===== src/rtl/pipeline_pkg.sv =====
// Shared definitions for the pipeline: machine width, the fetch-stage
// state encoding, the bubble instruction word and a word-alignment helper.
package pipeline_pkg;

    localparam int XLEN = 32;

    localparam logic [XLEN-1:0] NOP_INSTR = 32'h0000_0000;

    typedef enum logic [1:0] {
        FETCH = 2'd0,
        HOLD  = 2'd1,
        DROP  = 2'd2
    } fetch_state_e;

    // Clear the two low address bits so every PC is word aligned.
    function automatic logic [XLEN-1:0] align_word(input logic [XLEN-1:0] addr);
        return addr & {{(XLEN-2){1'b1}}, 2'b00};
    endfunction

endpackage


===== src/rtl/if_next_pc.sv =====
// Next-PC selection for the fetch stage. Chooses between holding the PC,
// advancing by one word, jumping to a redirect target or to a target that
// was parked while an old request was still in flight.
module if_next_pc
    import pipeline_pkg::*;
(
    input  fetch_state_e    state,
    input  logic [XLEN-1:0] pc,
    input  logic [XLEN-1:0] pending_pc,
    input  logic            redirect,
    input  logic [XLEN-1:0] redirect_pc,
    input  logic            ack,
    input  logic            pc_write,
    output logic [XLEN-1:0] next_pc
);

    logic [XLEN-1:0] pc_plus4;

    assign pc_plus4 = pc + 32'd4;

    // Redirect wins over stall and advance; with an unanswered request the
    // PC stays put so the memory address remains stable until the ack.
    always_comb begin
        next_pc = pc;
        unique case (state)
            FETCH: begin
                if (redirect) begin
                    if (ack) next_pc = redirect_pc;
                end else if (ack && pc_write) begin
                    next_pc = pc_plus4;
                end
            end
            HOLD: begin
                if (redirect)      next_pc = redirect_pc;
                else if (pc_write) next_pc = pc_plus4;
            end
            DROP: begin
                if (ack) next_pc = redirect ? redirect_pc : pending_pc;
            end
            default: next_pc = pc;
        endcase
    end

endmodule


===== src/rtl/if_fetch_stage.sv =====
// Instruction-fetch stage. Owns the PC, talks to instruction memory over a
// variable-latency req/ack handshake and feeds the IF/ID register. A word
// returned during a stall is parked in hold_instr; a redirect that arrives
// while a request is outstanding waits in DROP for the stale response.
module if_fetch_stage #(
    parameter logic [pipeline_pkg::XLEN-1:0] RESET_PC  = 32'h0000_0000,
    parameter logic [pipeline_pkg::XLEN-1:0] NOP_INSTR = pipeline_pkg::NOP_INSTR
) (
    input  logic        clk_i,
    input  logic        rst_i,
    input  logic        pc_write_i,
    input  logic        redirect_i,
    input  logic [31:0] redirect_pc_i,
    output logic        imem_req_o,
    output logic [31:0] imem_addr_o,
    input  logic        imem_ack_i,
    input  logic [31:0] imem_rdata_i,
    output logic [31:0] pc4_o,
    output logic [31:0] instr_o,
    output logic        ifid_write_o,
    output logic        if_flush_o,
    output logic [31:0] pc_o
);

    import pipeline_pkg::*;

    fetch_state_e    state;
    logic [XLEN-1:0] pc;
    logic [XLEN-1:0] hold_instr;
    logic [XLEN-1:0] pending_pc;
    logic [XLEN-1:0] next_pc;
    logic [XLEN-1:0] redirect_pc_al;

    assign redirect_pc_al = align_word(redirect_pc_i);

    if_next_pc u_next_pc (
        .state       (state),
        .pc          (pc),
        .pending_pc  (pending_pc),
        .redirect    (redirect_i),
        .redirect_pc (redirect_pc_al),
        .ack         (imem_ack_i),
        .pc_write    (pc_write_i),
        .next_pc     (next_pc)
    );

    assign imem_req_o   = (state != HOLD);
    assign imem_addr_o  = pc;
    assign pc4_o        = pc + 32'd4;
    assign ifid_write_o = pc_write_i;
    assign if_flush_o   = redirect_i;
    assign pc_o         = pc;

    // Present the fetched word only when it can really enter IF/ID; every
    // other case shows a bubble so an advance inserts a NOP.
    always_comb begin
        instr_o = NOP_INSTR;
        if (!redirect_i) begin
            unique case (state)
                FETCH:   if (imem_ack_i && pc_write_i) instr_o = imem_rdata_i;
                HOLD:    instr_o = hold_instr;
                default: instr_o = NOP_INSTR;
            endcase
        end
    end

    // Fetch FSM: PC register, parked instruction and parked redirect target.
    always_ff @(posedge clk_i) begin
        if (rst_i) begin
            pc         <= RESET_PC;
            state      <= FETCH;
            hold_instr <= NOP_INSTR;
            pending_pc <= '0;
        end else begin
            pc <= next_pc;
            unique case (state)
                FETCH: begin
                    if (redirect_i) begin
                        if (!imem_ack_i) begin
                            pending_pc <= redirect_pc_al;
                            state      <= DROP;
                        end
                    end else if (imem_ack_i && !pc_write_i) begin
                        hold_instr <= imem_rdata_i;
                        state      <= HOLD;
                    end
                end
                HOLD: begin
                    if (redirect_i) begin
                        hold_instr <= NOP_INSTR;
                        state      <= FETCH;
                    end else if (pc_write_i) begin
                        state <= FETCH;
                    end
                end
                DROP: begin
                    if (imem_ack_i) begin
                        state <= FETCH;
                    end else if (redirect_i) begin
                        pending_pc <= redirect_pc_al;
                    end
                end
                default: state <= FETCH;
            endcase
        end
    end

endmodule

===== config.mk =====
export PLATFORM = sky130hd
export DESIGN_NAME = if_fetch_stage
export DESIGN_NICKNAME = d
export VERILOG_FILES = /design/src/rtl/pipeline_pkg.sv /design/src/rtl/if_next_pc.sv /design/src/rtl/if_fetch_stage.sv
export SDC_FILE = /design/constraint.sdc
export NUM_CORES = 1
export LEC_CHECK = 0
export BUFFER_PORTS_ARGS = -buffer_cell sky130_fd_sc_hd__clkbuf_2
export CAP_MARGIN = 20
export CORE_MARGIN = 8
export CORE_UTILIZATION = 54
export CTS_CLUSTER_SIZE = 12
export DETAILED_ROUTE_END_ITERATION = 8
export GPL_TIMING_DRIVEN = 0
export PLACE_DENSITY = 0.86
export SYNTH_ARGS = -nofsm -noshare
export SYNTH_HDL_FRONTEND = slang
export SYNTH_SLANG_ARGS = --single-unit

===== constraint.sdc =====
create_clock -name clk_i -period 3.9 [get_ports clk_i]
set_input_delay 0.39 -clock clk_i [delete_from_list [all_inputs] [get_ports clk_i]]
set_output_delay 0.39 -clock clk_i [all_outputs]
set_load 0.005 [all_outputs]

* Yosys cells after proc, flatten, opt, wreduce, memory -nomap -nowiden
Index checks and enable logic that the tools add are counted.
** Cells by class
- $add $sub $neg :: 1
- Equality and inequality tests :: 15
- Muxes and demuxes :: 26
- Reduce and logical (&&, ||, !) cells :: 11
** Operator list (number)
- $mux 32 :: 15
- $pmux 32 s2 :: 3
- $pmux 32 s3 :: 1
- $add 32x3->32 const B :: 1
- $ne 3x3->1 const B :: 5
- $ne 2x2->1 const B :: 7
- $mux 2 :: 6
- $reduce_and 4->1 :: 3
- $pmux 2 s3 :: 1
- $reduce_and 5->1 :: 1
- $reduce_bool 2->1 :: 2
- $reduce_bool 3->1 :: 1
- $eq 2x1->1 const B :: 1
- $eq 2x2->1 const B :: 1
- $logic_and 1x1->1 :: 2
- $logic_not 2->1 :: 1
- $ne 2x1->1 const B :: 1
- $logic_not 1->1 :: 1
** Storage, ports and cells
- Flip-flop bits (word level) :: 98
- Input port bits :: 69
- Logic and storage cells :: 57

* Logic depth before layout (Yosys ltp)
- Depth after elaboration :: 5
- Gate-level depth with buffers :: 8
- Mapped depth without buffers :: 6

* Cells and area by module
A second synthesis with hierarchy kept.
** Second synthesis, totals
- Cells, all modules :: 896
- Area, all modules :: 6814.0 µm²
** By module, submodules not included
- if_fetch_stage :: instances 1, cells each 447, area each 4201.5 µm², seq. area each 1921.8 µm²
- if_next_pc :: instances 1, cells each 449, area each 2612.5 µm², seq. area each 0.0 µm²

* Worst setup path after synthesis
Ideal clock, no wire load.
- Path kind :: register -> output
- Start :: register pc[17], in the netlist imem_addr_o[17]
- End :: output port pc4_o[31]
- Arrival time :: 1872 ps
- Data required time :: 3510 ps
- Slack :: 1638 ps
- Stages on the path, launching flop included :: 6
- Path buffers :: 1
- Cell sequence :: dfxtp_1 > buf_2 > nand4_2 > or4_4 > or4b_4 > xnor2_1
** Between the ends
- Cells in the longest elaborated chain, start to end :: 1
** Ends and longest elaborated chain
- start, declared :: RTL line if_fetch_stage.sv:28 : logic [XLEN-1:0] pc;
- start signal, assigned :: RTL line if_fetch_stage.sv:75 : pc <= next_pc;
- $add 32x3->32 :: RTL line if_fetch_stage.sv:49 : assign pc4_o = pc + 32'd4;
- end, declared :: RTL line if_fetch_stage.sv:18 : output logic [31:0] pc4_o,
Every way passes these cells.

* Worst setup path after layout
- Start :: register pc[2], in the netlist imem_addr_o[2]
- End :: output port pc4_o[31]
Same word-level chain as after synthesis.

==> results.yml <==
timing:
  rsz0062_at_grt: "false"
  setup_slack_ns: 0.7263
  slew_headroom: 0.3527
  slew_violations: 0
  setup_viol: 0
  worstMarginPinSlew_ns: 0.9621
  min_period_ns: 3.174
  hold_viol: 0
  hold_slack_ns: 0.2453
  tns_ns: 0
  fin_skew_ns: 0.01760
  fmax_mhz: 315.1
  period_share: 0.8138
setup_path:
  crit_type: "flip-flop to primary output"
  cp.required_ns: 3.51
  worstSetupStartpointType: "flip-flop"
  critPathArrivalTime_ns: 2.78
  worstPathMaxFanout: 9
  cp-end-kind: "primary output"
logic_synthesis:
  synth-async-reset-ratio: 0
  synth_ff_type: "dfxtp_1"
  synth_common_cells: "125 x nand2_1, 98 x dfxtp_1, 93 x a21oi_1"
  syn-instance-count: 744
  synth-seq-cells: 98
  synth_top_area_frac: 0.3560
  syn_area_um2: 5512
  ys_warn_count: 0
  ys_types: 53
  synth_edf_count: 0
  yosysSeqAreaShare: 0.3560
  synthTopCellsByArea: "dfxtp_1 36%, nand2_1 8.5%, a21oi_1 8.4%"
  synth_area_leader_cell: "dfxtp_1"
  syn_area_per_cell_um2: 7.408
  synth_most_common_cell: "nand2_1"
  syn-num-nets: 814
layout:
  finish.utilization: 0.6821
  area_growth_pct: 25.47
  instances_no_fill: 1094
  drive_above_1_share: 0.2797
  antenna_cells: 0
  final_area_um2: 6915
  final_nets: 1023
clock_network:
  clkSinkCount: 98
  hold_buffers: 0
  cts_setup_buffers: 0
  post_cts_resized: 0
  clk_latency_ns: 0.37
  cts_buffers: 9
  htreeDepth: 3
  root_buffer: "clkbuf_8"
  path_clk_slew_ns: 0.11
  cts_buffer_depth: 2
  tritoncts: "yes"
route:
  vias_per_cell: 5.875
  first_pass_iters: 5
  dr_total_vias: 6427
  wirelength_um: 19540
  drtAntennaViolNets: 0
  drt_iter0_markers: 572
  routedWlPerCell_um: 17.86
  drcViolationCount: 0
floorplanning:
  core_area_um2: 10140
  fp.dieW_um: 117.0
  die_area_um2: 13690
  io_pins: 200
  rows: 37
  start_util: 0.5436
  fp.dieH_um: 117.0
power:
  finalPower_mw: 2.394
  comb_power_share: 0.197
  pwr-share-seq: 0.465
  leakage_nw: 3.006
  ir_worst_vdd_v: 0.0002374
  power.internal_mw: 1.685
  power.density_nw_per_um2: 346.2
  p_sw_uw: 708.6
  clockPowerShare: 0.338
  swShare: 0.2960
run_status:
  status: "complete, no violations"
placed_design:
  place_ws_ns: 0.9597
  port_buffers: 197
  place_hpwl_um: 14500
  dpl-instance-area_um2: 6668
  gp_congestion: 0.9668
  dp_cells: 1077
global_route:
  grt_usage: 0.2777
  antenna_found_initial: 0
  grt_pass1_vias: 5883
  grt_overflow: 0
  grt_max_degree: 17
  grt_pass1_wl_um: 29920
worst_hold_path:
  hold_path_class: "primary input to flip-flop"
flow_run:
  cap_violations: 0
## critical path: stages (launching register included)
cell	delay (ns)
dfxtp_1	0.51
nand4_1	0.39
nor3_1	0.67
or4b_4	0.57
xnor2_1	0.15
clkbuf_2	0.13
## kinds of logic after synthesis
logic type      Yosys count  synth area share
simple gates            305            0.2620
buf+inv                 105           0.09807
flops                    98            0.3560
xor+xnor                 27           0.04291
compound gates          208            0.2388
fa+ha+maj                 1          0.002270
## layout by cell type (no fill, tap or decap), types with 15 or more instances in the layout
cell type and instances:
a21oi_1 93, a22o_1 26, and3_1 17, buf_4 36, clkbuf_1 51, clkbuf_2 199
dfxtp_1 98, nand2_1 125, nand3_1 53, nor2_1 47, nor3_1 15, o21ai_0 28
xnor2_1 19
## cell type report
class,count,area (µm²)
buffer,97,510.5
inverter,8,30.03
timing repair buffer,198,991.0
multi-input combinational,541,3009
clock buffer,10,127.6
tap,136,170.2
fill,916,3223
clock inverter,6,115.1
sequential,98,1962
## state kept, by name, summed over array words and instances, names as in the netlist
name,count
imem_addr_o,32
pending_pc,32
hold_instr,32
state,2
## metal layers
layer / vias to the layer above / track usage / part of all wire
li1: 3038 / - / -
met1: 2893 / 0.3371 / 0.37
met2: 436 / 0.4512 / 0.45
met3: 60 / 0.07440 / 0.14
met4: 0 / 0.1263 / 0.032
met5: - / 0 / 0
## worst paths after layout
path	start	end	slack, ns	depth (start not counted)
max	imem_addr_o[2]$_SDFFE_PP0P_	pc4_o[31]	0.73	5
min	redirect_pc_i[9]	pending_pc[9]$_SDFFE_PP0P_	0.25	3
max reg2reg	state[1]$_SDFFE_PP0P_	imem_addr_o[28]$_SDFFE_PP0P_	1.24	7
min reg2reg	pending_pc[27]$_SDFFE_PP0P_	pending_pc[27]$_SDFFE_PP0P_	0.46	2
## power groups by stage
stage          Clock [mW]  Sequential, mW  Combinational (mW)
2_1_floorplan           0            1.12               0.260
3_3_place_gp            0            1.13               0.458
3_5_place_dp            0            1.13               0.464
4_1_cts             0.803            1.11               0.466
5_1_grt             0.851            1.12               0.510
6_report            0.810            1.11               0.471
(Power assumes the default switching activity.)
